<file path="config.mk">
export PLATFORM = sky130hd
export DESIGN_NAME = param_fifo
export DESIGN_NICKNAME = d
export VERILOG_FILES = /design/src/rtl/fifo_pkg.sv /design/src/rtl/fifo_ptr.sv /design/src/rtl/param_fifo.sv
export SDC_FILE = /design/constraint.sdc
export NUM_CORES = 1
export LEC_CHECK = 0
export CELL_PAD_IN_SITES_DETAIL_PLACEMENT = 1
export CELL_PAD_IN_SITES_GLOBAL_PLACEMENT = 1
export CORE_MARGIN = 2
export CORE_UTILIZATION = 38
export CTS_CLUSTER_SIZE = 12
export DETAILED_ROUTE_END_ITERATION = 6
export GPL_TIMING_DRIVEN = 0
export MAX_ROUTING_LAYER = met4
export PLACE_DENSITY_LB_ADDON = 0.1
export SLEW_MARGIN = 15
export SYNTH_ARGS = -nofsm -noshare
export SYNTH_HDL_FRONTEND = slang
export SYNTH_HIERARCHICAL = 1
export SYNTH_SLANG_ARGS = --single-unit
</file>
<file path="constraint.sdc">
create_clock -name clk -period 3 [get_ports clk]
set_clock_uncertainty 0.2 [all_clocks]
set_input_delay 0.75 -clock clk [delete_from_list [all_inputs] [get_ports clk]]
set_output_delay 0.75 -clock clk [all_outputs]
set_load 0.01 [all_outputs]
</file>
<file path="src/rtl/fifo_pkg.sv">
// rtl/fifo_pkg.sv - shared constants, op encoding and width helper for param_fifo
package fifo_pkg;

    localparam int FIFO_DEF_WIDTH = 1;
    localparam int FIFO_DEF_DEPTH = 4;

    typedef enum logic [1:0] {
        OP_NONE,
        OP_PUSH,
        OP_POP,
        OP_PUSHPOP
    } fifo_op_t;

    // Bits needed to hold an occupancy of 0..depth inclusive.
    function automatic int fifo_count_w(input int depth);
        return $clog2(depth + 1);
    endfunction

endpackage

</file>
<file path="src/rtl/fifo_ptr.sv">
// rtl/fifo_ptr.sv - modulo-DEPTH pointer register with increment and synchronous clear
module fifo_ptr #(
    parameter int DEPTH = 4,
    localparam int PW   = $clog2(DEPTH)
) (
    input  logic          clk,
    input  logic          rst_n,
    input  logic          clr,
    input  logic          inc,
    output logic [PW-1:0] ptr,
    output logic [PW-1:0] ptr_next
);

    logic [PW-1:0] ptr_q;
    logic [PW-1:0] ptr_d;

    // Explicit wrap so non-power-of-two depths never visit unused slots.
    always_comb begin
        ptr_d = ptr_q;
        if (clr) begin
            ptr_d = '0;
        end else if (inc) begin
            ptr_d = (ptr_q == PW'(DEPTH - 1)) ? '0 : ptr_q + PW'(1);
        end
    end

    always_ff @(posedge clk or negedge rst_n) begin
        if (!rst_n) begin
            ptr_q <= '0;
        end else begin
            ptr_q <= ptr_d;
        end
    end

    assign ptr      = ptr_q;
    assign ptr_next = ptr_d;

endmodule

</file>
<file path="src/rtl/param_fifo.sv">
// rtl/param_fifo.sv - parametrised show-ahead FIFO with count, flags and error pulses
module param_fifo
    import fifo_pkg::*;
#(
    parameter int WIDTH    = FIFO_DEF_WIDTH,
    parameter int DEPTH    = FIFO_DEF_DEPTH,
    parameter int AF_LEVEL = DEPTH - 1,
    localparam int CW      = fifo_count_w(DEPTH),
    localparam int PW      = $clog2(DEPTH)
) (
    input  logic             clk,
    input  logic             rst_n,
    input  logic             push,
    input  logic             pop,
    input  logic             clear,
    input  logic [WIDTH-1:0] din,
    output logic [WIDTH-1:0] dout,
    output logic [CW-1:0]    count,
    output logic             empty,
    output logic             full,
    output logic             almost_full,
    output logic             overflow,
    output logic             underflow
);

    logic [WIDTH-1:0] mem_q [DEPTH];
    logic [CW-1:0]    count_q, count_d;
    logic [WIDTH-1:0] dout_q, dout_d;
    logic             overflow_q, overflow_d;
    logic             underflow_q, underflow_d;

    logic [PW-1:0]    rd_ptr, rd_next;
    logic [PW-1:0]    wr_ptr, wr_next;
    logic             pop_ok, push_ok;
    logic [CW-1:0]    post_pop_cnt;

    always_comb begin
        pop_ok       = pop && (count_q != '0);
        post_pop_cnt = count_q - CW'(pop_ok);
        push_ok      = push && !clear && (post_pop_cnt < CW'(DEPTH));
        underflow_d  = pop && (count_q == '0);
        overflow_d   = push && !clear && (post_pop_cnt >= CW'(DEPTH));
        count_d      = clear ? '0 : post_pop_cnt + CW'(push_ok);
        // New head may be the word written on this very edge (push into an emptied FIFO).
        dout_d = '0;
        if (count_d != '0) begin
            if (push_ok && (wr_ptr == rd_next)) begin
                dout_d = din;
            end else begin
                dout_d = mem_q[rd_next];
            end
        end
    end

    fifo_ptr #(.DEPTH(DEPTH)) u_rd_ptr (
        .clk      (clk),
        .rst_n    (rst_n),
        .clr      (clear),
        .inc      (pop_ok),
        .ptr      (rd_ptr),
        .ptr_next (rd_next)
    );

    fifo_ptr #(.DEPTH(DEPTH)) u_wr_ptr (
        .clk      (clk),
        .rst_n    (rst_n),
        .clr      (clear),
        .inc      (push_ok),
        .ptr      (wr_ptr),
        .ptr_next (wr_next)
    );

    always_ff @(posedge clk) begin
        if (push_ok) begin
            mem_q[wr_ptr] <= din;
        end
    end

    always_ff @(posedge clk or negedge rst_n) begin
        if (!rst_n) begin
            count_q     <= '0;
            dout_q      <= '0;
            overflow_q  <= 1'b0;
            underflow_q <= 1'b0;
        end else begin
            count_q     <= count_d;
            dout_q      <= dout_d;
            overflow_q  <= overflow_d;
            underflow_q <= underflow_d;
        end
    end

    logic unused_ptr;
    assign unused_ptr  = ^{rd_ptr, wr_next};

    assign dout        = dout_q;
    assign count       = count_q;
    assign empty       = (count_q == '0);
    assign full        = (count_q == CW'(DEPTH));
    assign almost_full = (count_q >= CW'(AF_LEVEL));
    assign overflow    = overflow_q;
    assign underflow   = underflow_q;

endmodule

</file>
; After elaboration in Yosys (flattened, before gate mapping)
; Memory sizes are Yosys's and may differ from the RTL's.
; Cells that the tools add are included.
[word_totals]
reg_bits = 10
n_memories = 1
input_bits = 6
mem_bits_rw = 4
[mem_list]
columns = memory, depth, word_bits, read_ports, rd_clocked_by_memory_dff, write_ports, line
row1 = mem_q, 4, 1, 1, 0, 1, param_fifo.sv:26  ; logic [WIDTH-1:0] mem_q [DEPTH];
[classes]
muxes = 11
n_addsub = 4
n_lt_le_gt_ge = 3
reduce_logical = 11
n_eq_ne = 4
[op_table]
columns = operator, n
row1 = 2-bit two-way mux, 6
row2 = 1-bit logical AND, 6
row3 = 3-bit nonzero test, 2
row4 = "2-bit by 1-bit adder with 2-bit output, second input constant", 2
row5 = "2-bit == test, second input constant", 2
row6 = 1-bit two-way mux, 4
row7 = 3-bit by 1-bit adder with 3-bit output, 1
row8 = "3-bit == test, second input constant", 1
row9 = "3-bit by 2-bit greater-or-equal comparator with 1-bit output, second input constant", 1
row10 = "3-bit greater-or-equal comparator, second input constant", 1
row11 = 3-bit zero test, 1
row12 = "3-bit < comparator, second input constant", 1
row13 = 3-bit two-way mux, 1
row14 = 3-bit by 1-bit subtractor with 3-bit output, 1
row15 = 2-bit == test, 1
row16 = 2-bit nonzero test, 1
row17 = 1-bit zero test, 1

; Longest topological paths before layout
; Gate-level depths: netlist of run 1.
[logic_depth]
ltp_word = 9
mapped_depth = 11

; Cells and area by module
; Netlist of run 1, hierarchy kept.
[by_module_without_submodules]
columns = module, area_each_um2, seq_area_each_um2, cells_each, instances
row1 = param_fifo, 541.8, 270.3, 44, 1
row2 = fifo_ptr, 96.3, 50.0, 8, 2

; Least setup slack after synthesis of run 1
; No wires, ideal clock.
[synth_timing]
path_type = reg-to-reg
start = register count_q[1] (netlist: count[1])
end = register dout_q (netlist: dout)
synth_period_minus_slack_ps = 2764
t_arrival_ps = 2433
path_slack_ps = 236
path_buffers = 0
setup_ps = 132
path_stages_with_launch = 12
t_required_ps = 2668
path_cell_list = dfrtp_1 -> nor3_1 -> nor2b_1 -> ha_1 -> ha_1 -> xnor2_2 -> nand2_1 -> inv_1 -> ha_1 -> ha_1 -> xor2_1 -> a211oi_2
[synth_between]
elab_chain_cells = 9
elab_cells_between_ends = 15
cone_classes = add/sub (2) / order compare (1) / eq/ne (1) / mux (5) / reduce/logical (5) / memory (1)
[synth_lines]
columns = item, line
row1 = from (decl), param_fifo.sv:27  ; logic [CW-1:0] count_q, count_d;
row2 = from (signal assigned), param_fifo.sv:86  ; count_q <= count_d;
row3 = 3-bit nonzero test *, param_fifo.sv:38  ; pop_ok = pop && (count_q != '0);
row4 = 1-bit logical AND *, param_fifo.sv:38
row5 = via pop_ok, param_fifo.sv:34  ; logic pop_ok, push_ok;
row6 = 3-bit by 1-bit subtractor with 3-bit output *, param_fifo.sv:39  ; post_pop_cnt = count_q - CW'(pop_ok);
row7 = 3-bit < comparator *, param_fifo.sv:40  ; push_ok = push && !clear && (post_pop_cnt < CW'(DEPTH));
row8 = 1-bit logical AND *, param_fifo.sv:40
row9 = via push_ok, param_fifo.sv:34
row10 = 3-bit by 1-bit adder with 3-bit output, param_fifo.sv:43  ; count_d = clear ? '0 : post_pop_cnt + CW'(push_ok);
row11 = 3-bit two-way mux, param_fifo.sv:43
row12 = 3-bit nonzero test, param_fifo.sv:46  ; if (count_d != '0) begin
row13 = 1-bit two-way mux *, param_fifo.sv:46
row14 = via dout_d, param_fifo.sv:28  ; logic [WIDTH-1:0] dout_q, dout_d;
row15 = to (signal assigned), param_fifo.sv:87  ; dout_q <= dout_d;
row16 = to (decl), param_fifo.sv:28
; Mark *: on every way through the listed nets, which the timed path passes. The rest lies on a longest branch.
; A chain may end at the register's enable or synchronous reset.

; Worst setup path in the final report of run 1
[layout_timing]
start = input port pop
end = register dout_q (netlist: dout)
[layout_between]
elab_cells_between_ends = 14
cone_classes = add/sub (2) / order compare (1) / eq/ne (1) / mux (5) / reduce/logical (4) / memory (1)
[layout_lines]
columns = item, line
row1 = from (decl), param_fifo.sv:14  ; input logic pop,
row2 = 1-bit logical AND *, param_fifo.sv:38
row3 = via pop_ok, param_fifo.sv:34
row4 = 2-bit two-way mux *, fifo_ptr.sv:22  ; end else if (inc) begin
row5 = 2-bit two-way mux *, fifo_ptr.sv:20  ; if (clr) begin
row6 = via rd_next[0], param_fifo.sv:32  ; logic [PW-1:0] rd_ptr, rd_next;
row7 = branches (longest 2 deep; another with memory 4 x 1 bit), -
row8 = 1-bit two-way mux *, param_fifo.sv:47  ; if (push_ok && (wr_ptr == rd_next)) begin
row9 = 1-bit two-way mux *, param_fifo.sv:46
row10 = via dout_d, param_fifo.sv:28
; Mark *: on every way through the listed nets, which the timed path passes.

==> results of run 1 <==
[worst paths after layout]
kind,start,end,slack (ns),cells after the start
max in group asynchronous,rst_n,u_rd_ptr/ptr[0],1.72,1
setup reg to reg,count[1],dout,0.33,11
hold reg to reg,u_rd_ptr/ptr[0],u_rd_ptr/ptr[0],0.43,2
setup / recovery,pop,dout,0.1,7
hold / removal,u_rd_ptr/ptr[0],u_rd_ptr/ptr[0],0.43,2
min in group asynchronous,rst_n,count[1],0.57,1
[power groups by stage]
stage               combinational, W  sequential, W  clock [W]
floorplan                   0.000216       0.000280          0
global placement            0.000367       0.000271          0
detailed placement          0.000379       0.000273          0
CTS                         0.000393       0.000269   0.000122
global route                0.000479       0.000276   0.000128
finish                      0.000432       0.000270   0.000114
[cell families after synthesis]
logic type	count (synthesis)
AOI/OAI and AO/OA	4
xor gates and xnor gates	4
adders and majority gates	6
buffers and inverters	5
DFF	14
muxes	4
and+or+nand+nor	23
[critical path, stage by stage]
cell,delay (ns)
clkdlybuf4s50_1,0.47
nor2b_4,0.20
or3b_1,0.38
a21oi_2,0.24
mux4_2,0.55
mux2i_2,0.21
a211oi_2,0.06
[final cells by class]
| cell class | instances | area [µm²] |
|---|---|---|
| clock buffer | 3 | 22.5 |
| clock inverter | 1 | 3.75 |
| fill | 201 | 790 |
| inverter | 5 | 18.8 |
| multi-input combinational | 41 | 373 |
| sequential | 14 | 370 |
| tap | 25 | 31.3 |
| timing repair buffer | 16 | 155 |
[registers in the layout, summed over array words and instances (netlist names)]
signal	flops
u_rd_ptr/ptr	2
u_wr_ptr/ptr	2
mem_q	4
underflow	1
overflow	1
count	3
dout	1
[Yosys cell counts, types with 2 or more instances]
master and number:
nand2b_1 2, ha_1 6, and2b_1 3, nand2_1 2, dfrtp_1 10, inv_1 5
nor2_1 5, xnor2_1 2, or3b_1 2, a21oi_1 2, edfxtp_1 4, mux2i_1 3
nor3_1 2
[what timing repair did]
item,in CTS,in global routing
setup buffers,0,2
setup endpoints to repair,3,3
resized for setup,3,4
pin swaps,1,1
[layer usage]
metal | up-vias | routed length [µm] | global-route usage | share of wire
li1 | 244 | - | - | -
met1 | 250 | 613 | 0.185 | 0.42
met2 | 5 | 806 | 0.267 | 0.55
met3 | 2 | 24 | 0.0453 | 0.016
met4 | 0 | 17 | 0.0973 | 0.012
met5 | - | 0 | - | 0
[metrics by stage]
stage | TNS (ns) | total power [W] | setup WS [ns] | hold slack, ns | cells
floorplan | 0 | 0.000496 | 0.236 | 0.254 | 60
global placement | -1.41 | 0.000638 | -0.460 | 0.430 | 99
detailed placement | -2.43 | 0.000652 | -0.529 | 0.454 | 99
CTS | 0 | 0.000784 | 0.0217 | 0.432 | 103
global route | 0 | 0.000883 | 0.000979 | 0.457 | 105
finish | 0 | 0.000816 | 0.0975 | 0.426 | 105
==> impl_metrics.py, run 1 <==
metrics = {
    "run_status": {
        "status": "completed",
    },
    "power_and_ir_drop": {
        "irDropWorstVdd_uv": 489,
        "p_sw_w": 0.000294,
        "seq_power_share": 0.331,
        "intPower_w": 0.000523,
        "power_density_nw_per_um2": 838,
        "p_clk_frac": 0.140,
        "leakagePower_nw": 0.438,
        "power_frac_comb": 0.529,
        "switching_share": 0.360,
    },
    "floorplanning": {
        "rows": 15,
        "die_w_um": 48.0,
        "die_y_um": 48.0,
        "start_util": 0.416,
        "coreArea_um2": 1760,
        "die_area_um2": 2300,
        "ios": 15,
    },
    "synth": {
        "synth_edf_count": 4,
        "ys_ff_latch": 14,
        "ys_types": 25,
        "netlist_instances": 60,
        "synth-xor-area-share": 0.0579,
        "synth_top_area_frac": 0.341,
        "syn_area_um2": 734,
        "synth-main-ff-cell": "dfrtp_1",
        "synth-compound-area-share": 0.0426,
        "syn_avg_cell_area_um2": 12.2,
        "yosys_warnings": 6,
        "yosys.area_share.simple": 0.196,
        "seq_area_frac_synth": 0.504,
        "async_flop_share": 0.714,
        "synth_top_area_cell": "dfrtp_1",
        "synth_top_family_by_area": "simple AND/OR/NAND/NOR gates",
        "synth_nets": 72,
        "ys_top_cells_by_area": "dfrtp_1 (34%), edfxtp_1 (16%), ha_1 (10%)",
        "muxShareOfSynthArea": 0.0716,
        "synth_fa_ha_area_frac": 0.102,
    },
    "min_path": {
        "min_path_type": "register to register",
    },
    "sta": {
        "setup_violations": 0,
        "finalCriticalPeriod_ns": 2.90,
        "drv_slew": 0,
        "tightest_slew_ns": 0.455,
        "grt_setup_unrepaired": "false",
        "hold_viol": 0,
        "max_freq_mhz": 345,
        "slew_headroom": 0.696,
        "fin_crit_sh": 0.967,
    },
    "cells_and_area": {
        "final_common_cell": "clkdlybuf4s50_1",
        "nets": 93,
        "most-common-layout-cells": "clkdlybuf4s50_1 (14), dfrtp_1 (10), ha_1 (6)",
        "diodes": 0,
        "utilization": 0.552,
        "drive_above_1_share": 0.225,
        "areaGrowthSynthToFinish_pct": 32.7,
        "fin_area_um2": 975,
    },
    "cts": {
        "clock_latency_ns": 0.29,
        "htree_num_levels": 1,
        "cts.sinks": 14,
        "cts_tree": "yes",
        "numCtsBuffers": 3,
        "clock_path_buffers": 2,
        "holdBufCountCts": 0,
        "cts-root-buf": "clkbuf_4",
        "path_clk_slew_ns": 0.09,
    },
    "routing": {
        "detail-route-antenna-nets": 0,
        "drt_iter0_drc": 6,
        "firstDrtPassIters": 2,
        "vias": 501,
        "wl_um": 1460,
        "wl_per_cell_um": 13.9,
        "drc": 0,
        "avgViaCountPerCell": 4.77,
    },
    "setup_path": {
        "start_kind": "input pin",
        "arrival_ns": 2.87,
        "path_max_fanout": 4,
        "worstSetupEndpointType": "register",
        "setup.worst_path.class": "input pin to register",
        "required_ns": 2.96,
    },
    "placed_design": {
        "gp_congestion": 0.700,
        "io_buffers": 14,
        "dpl-instance-area_um2": 906,
        "hpwlAfterDp_um": 1110,
    },
    "flow_run": {
        "maxCapViolations": 0,
    },
    "grt": {
        "grt_max_degree": 11,
        "grt_util_all_layers": 0.167,
        "first_global_vias": 513,
        "antenna_found_initial": 0,
        "gr-total-overflow": 0,
        "grt_pass1_wl_um": 2380,
    },
}
Power figures use the tool's default switching activity.
==> run 2: changes to the inputs <==
- ABC_AREA: unset -> 1
- CAP_MARGIN: unset -> 10
- CORE_UTILIZATION: 38 -> 36
- GPL_TIMING_DRIVEN: 0 -> 1
==> run 2 against run 1 <==
Effect of this change: routed wire length increased by 21%; worst hold slack got worse by 0.11 ns; flip-flop and latch count unchanged; global-route usage increased by 0.081 points; clock-buffer cell count increased by 1; critical path type unchanged; largest cell class is now sequential cells; utilization decreased by 4.7 points; area after synthesis increased by 11%.
==> impl_metrics.py, run 2 <==
metrics = {
    "run_status": {
        "status": "completed",
    },
    "placed_design": {
        "io_buffers": 14,
        "post-place-ws_ns": -0.182,
        "gp_congestion": 0.768,
        "dp_cells": 153,
        "dpl-instance-area_um2": 1050,
        "hpwlAfterDp_um": 1420,
    },
    "sta": {
        "tightest_slew_ns": 0.466,
        "grt_setup_unrepaired": "false",
        "hold_viol": 0,
        "finalCriticalPeriod_ns": 2.83,
        "whs_ns": 0.317,
        "max_freq_mhz": 353,
        "setup_violations": 0,
        "timing.final.ws_setup_ns": 0.166,
        "fin_crit_sh": 0.945,
        "slew_headroom": 0.689,
        "drv_slew": 0,
    },
    "synth": {
        "synth_top_area_frac": 0.306,
        "synth_nets": 115,
        "ys_ff_latch": 14,
        "netlist_instances": 103,
        "async_flop_share": 0.714,
        "synth_edf_count": 4,
        "ys_top_cells_by_area": "dfrtp_1 (31%), edfxtp_1 (15%), inv_1 (11%)",
        "synth-main-ff-cell": "dfrtp_1",
        "synth_top_area_cell": "dfrtp_1",
        "yosys_warnings": 6,
        "ys_types": 19,
        "synth_common_cells": "inv_1 (24), nand2_1 (24), dfrtp_1 (10), nor2_1 (8)",
        "syn_area_um2": 817,
        "seq_area_frac_synth": 0.453,
        "syn_avg_cell_area_um2": 7.93,
    },
    "floorplanning": {
        "die_y_um": 51.6,
        "rows": 17,
        "coreArea_um2": 2170,
        "ios": 15,
        "die_w_um": 51.6,
        "die_area_um2": 2670,
        "start_util": 0.377,
    },
    "cells_and_area": {
        "multi_input_area_um2": 367,
        "layout.cells.non_filler": 157,
        "areaGrowthSynthToFinish_pct": 34.1,
        "most-common-layout-cells": "inv_1 (24), nand2_1 (24), clkdlybuf4s50_1 (14)",
        "largest_reg_flops": 4,
        "n_fill_cell": 286,
        "regMostFlops": "mem_q",
        "drive_above_1_share": 0.186,
        "nets": 142,
        "ff_latch_area_um2": 370,
        "fin_area_um2": 1100,
        "diodes": 0,
    },
    "setup_path": {
        "r2r_end": "dout",
        "r2r_slack_ns": 0.37,
        "worstSetupEndpointType": "register",
        "setup.worst_path.class": "input pin to register",
        "start_kind": "input pin",
        "r2r_start": "count[1]",
        "path_max_fanout": 3,
        "required_ns": 2.97,
        "arrival_ns": 2.80,
        "reg2reg_depth": 15,
    },
    "power_and_ir_drop": {
        "irDropWorstVdd_uv": 485,
        "finalPower_w": 0.00103,
        "power_frac_comb": 0.604,
        "seq_power_share": 0.289,
        "switching_share": 0.418,
        "p_sw_w": 0.000431,
        "p_clk_frac": 0.107,
        "power_density_nw_per_um2": 939,
        "intPower_w": 0.000599,
        "leakagePower_nw": 0.543,
    },
    "cts": {
        "htree_num_levels": 1,
        "cts_tree": "yes",
        "numCtsBuffers": 3,
        "clock_latency_ns": 0.27,
        "cts_setup_buffers": 0,
        "cts-resized-gates": 0,
        "cts-root-buf": "clkbuf_4",
        "path_clk_slew_ns": 0.08,
        "holdBufCountCts": 0,
        "cts.sinks": 14,
        "clock_path_buffers": 2,
    },
    "grt": {
        "grt_pass1_wl_um": 3250,
        "gr-total-overflow": 0,
        "antenna_found_initial": 0,
        "grt_util_all_layers": 0.168,
        "first_global_vias": 773,
        "grt_max_degree": 11,
    },
    "min_path": {
        "holdCritStartpoint": "count[0]",
        "min_path_type": "register to register",
        "hold_path_end": "underflow",
        "min_path_cells": 1,
    },
    "routing": {
        "wl_per_cell_um": 11.3,
        "vias": 718,
        "detail-route-antenna-nets": 0,
        "wl_um": 1770,
        "drc": 0,
        "firstDrtPassIters": 4,
        "drt_iter0_drc": 2,
        "avgViaCountPerCell": 4.57,
    },
    "flow_run": {
        "maxCapViolations": 0,
    },
}
[run 2: cell count changes after synthesis, sizes merged, moves of 4 or more]
cell   previous run  this run
and2b             4         0
inv               5        26
nand2             2        27
nand3             0         5
nor2              5        11
nor3              2         6
[run 2: area by class of cell]
type,count,area share
clock buffers,4,0.0240
inverters,26,0.0890
multi-input cells,63,0.334
flip-flops and latches,14,0.338
well taps,28,0.0320
repair buffers,22,0.183
[run 2: per-layer routing]
metal  vias to the layer above  global-route usage  share of wire
li1                        367                   -              -
met1                       335               0.214           0.48
met2                        14               0.276           0.48
met3                         2              0.0172          0.031
met4                         0              0.0658         0.0062
met5                         -                   -              0
[run 2: worst max-delay path by stage]
| stage | startpoint | cells after the start | slack [ns] | end |
|---|---|---|---|---|
| 4_1_cts | pop | 16 | 0.08 | dout |
| 5_1_grt | pop | 16 | 0.02 | dout |
| 3_5_place_dp | pop | 16 | -0.18 | dout |
| 3_3_place_gp | pop | 16 | -0.13 | dout |
| 6_report | pop | 16 | 0.17 | dout |
| 2_1_floorplan | pop | 16 | 0.26 | dout |
[run 2: power by group through the flow]
| stage | registers [W] | logic [W] | clock network (W) |
|---|---|---|---|
| after floorplan | 0.000307 | 0.000333 | 0 |
| after global placement | 0.000301 | 0.000579 | 0 |
| after detailed placement | 0.000303 | 0.000597 | 0 |
| after CTS | 0.000299 | 0.000607 | 0.000117 |
| after global routing | 0.000309 | 0.000703 | 0.000124 |
| final | 0.000298 | 0.000622 | 0.000110 |
[run 2: stage by stage]
stage                      util  setup TNS [ns]
after floorplan               -               0
after CTS                 0.497               0
after global placement    0.485          -0.169
final                     0.505               0
after global routing      0.505               0
after detailed placement  0.485          -0.485
[run 2: kinds of logic (layout without fill, tap and decap cells)]
kind of cell               after synthesis  count (layout)  share of synthesized area
DFF                                     14              14                      0.453
buffers and inverters                   26              52                      0.119
and+or+nand+nor                         51              51                      0.289
adders and majority gates                6               6                     0.0919
AOI/OAI and AO/OA                        6               6                     0.0459
[run 2: worst max-delay path, stage by stage]
cell and delay, ns:
clkdlybuf4s50_1 0.40, inv_1 0.09, nor2_2 0.06, ha_1 0.22
ha_4 0.18, inv_1 0.08, nand2_2 0.07, nand2_2 0.09
nor2_4 0.04, ha_1 0.19, ha_1 0.20, nand3b_1 0.16
nand3_1 0.11, nand2_1 0.06, inv_1 0.07, nor2_2 0.04
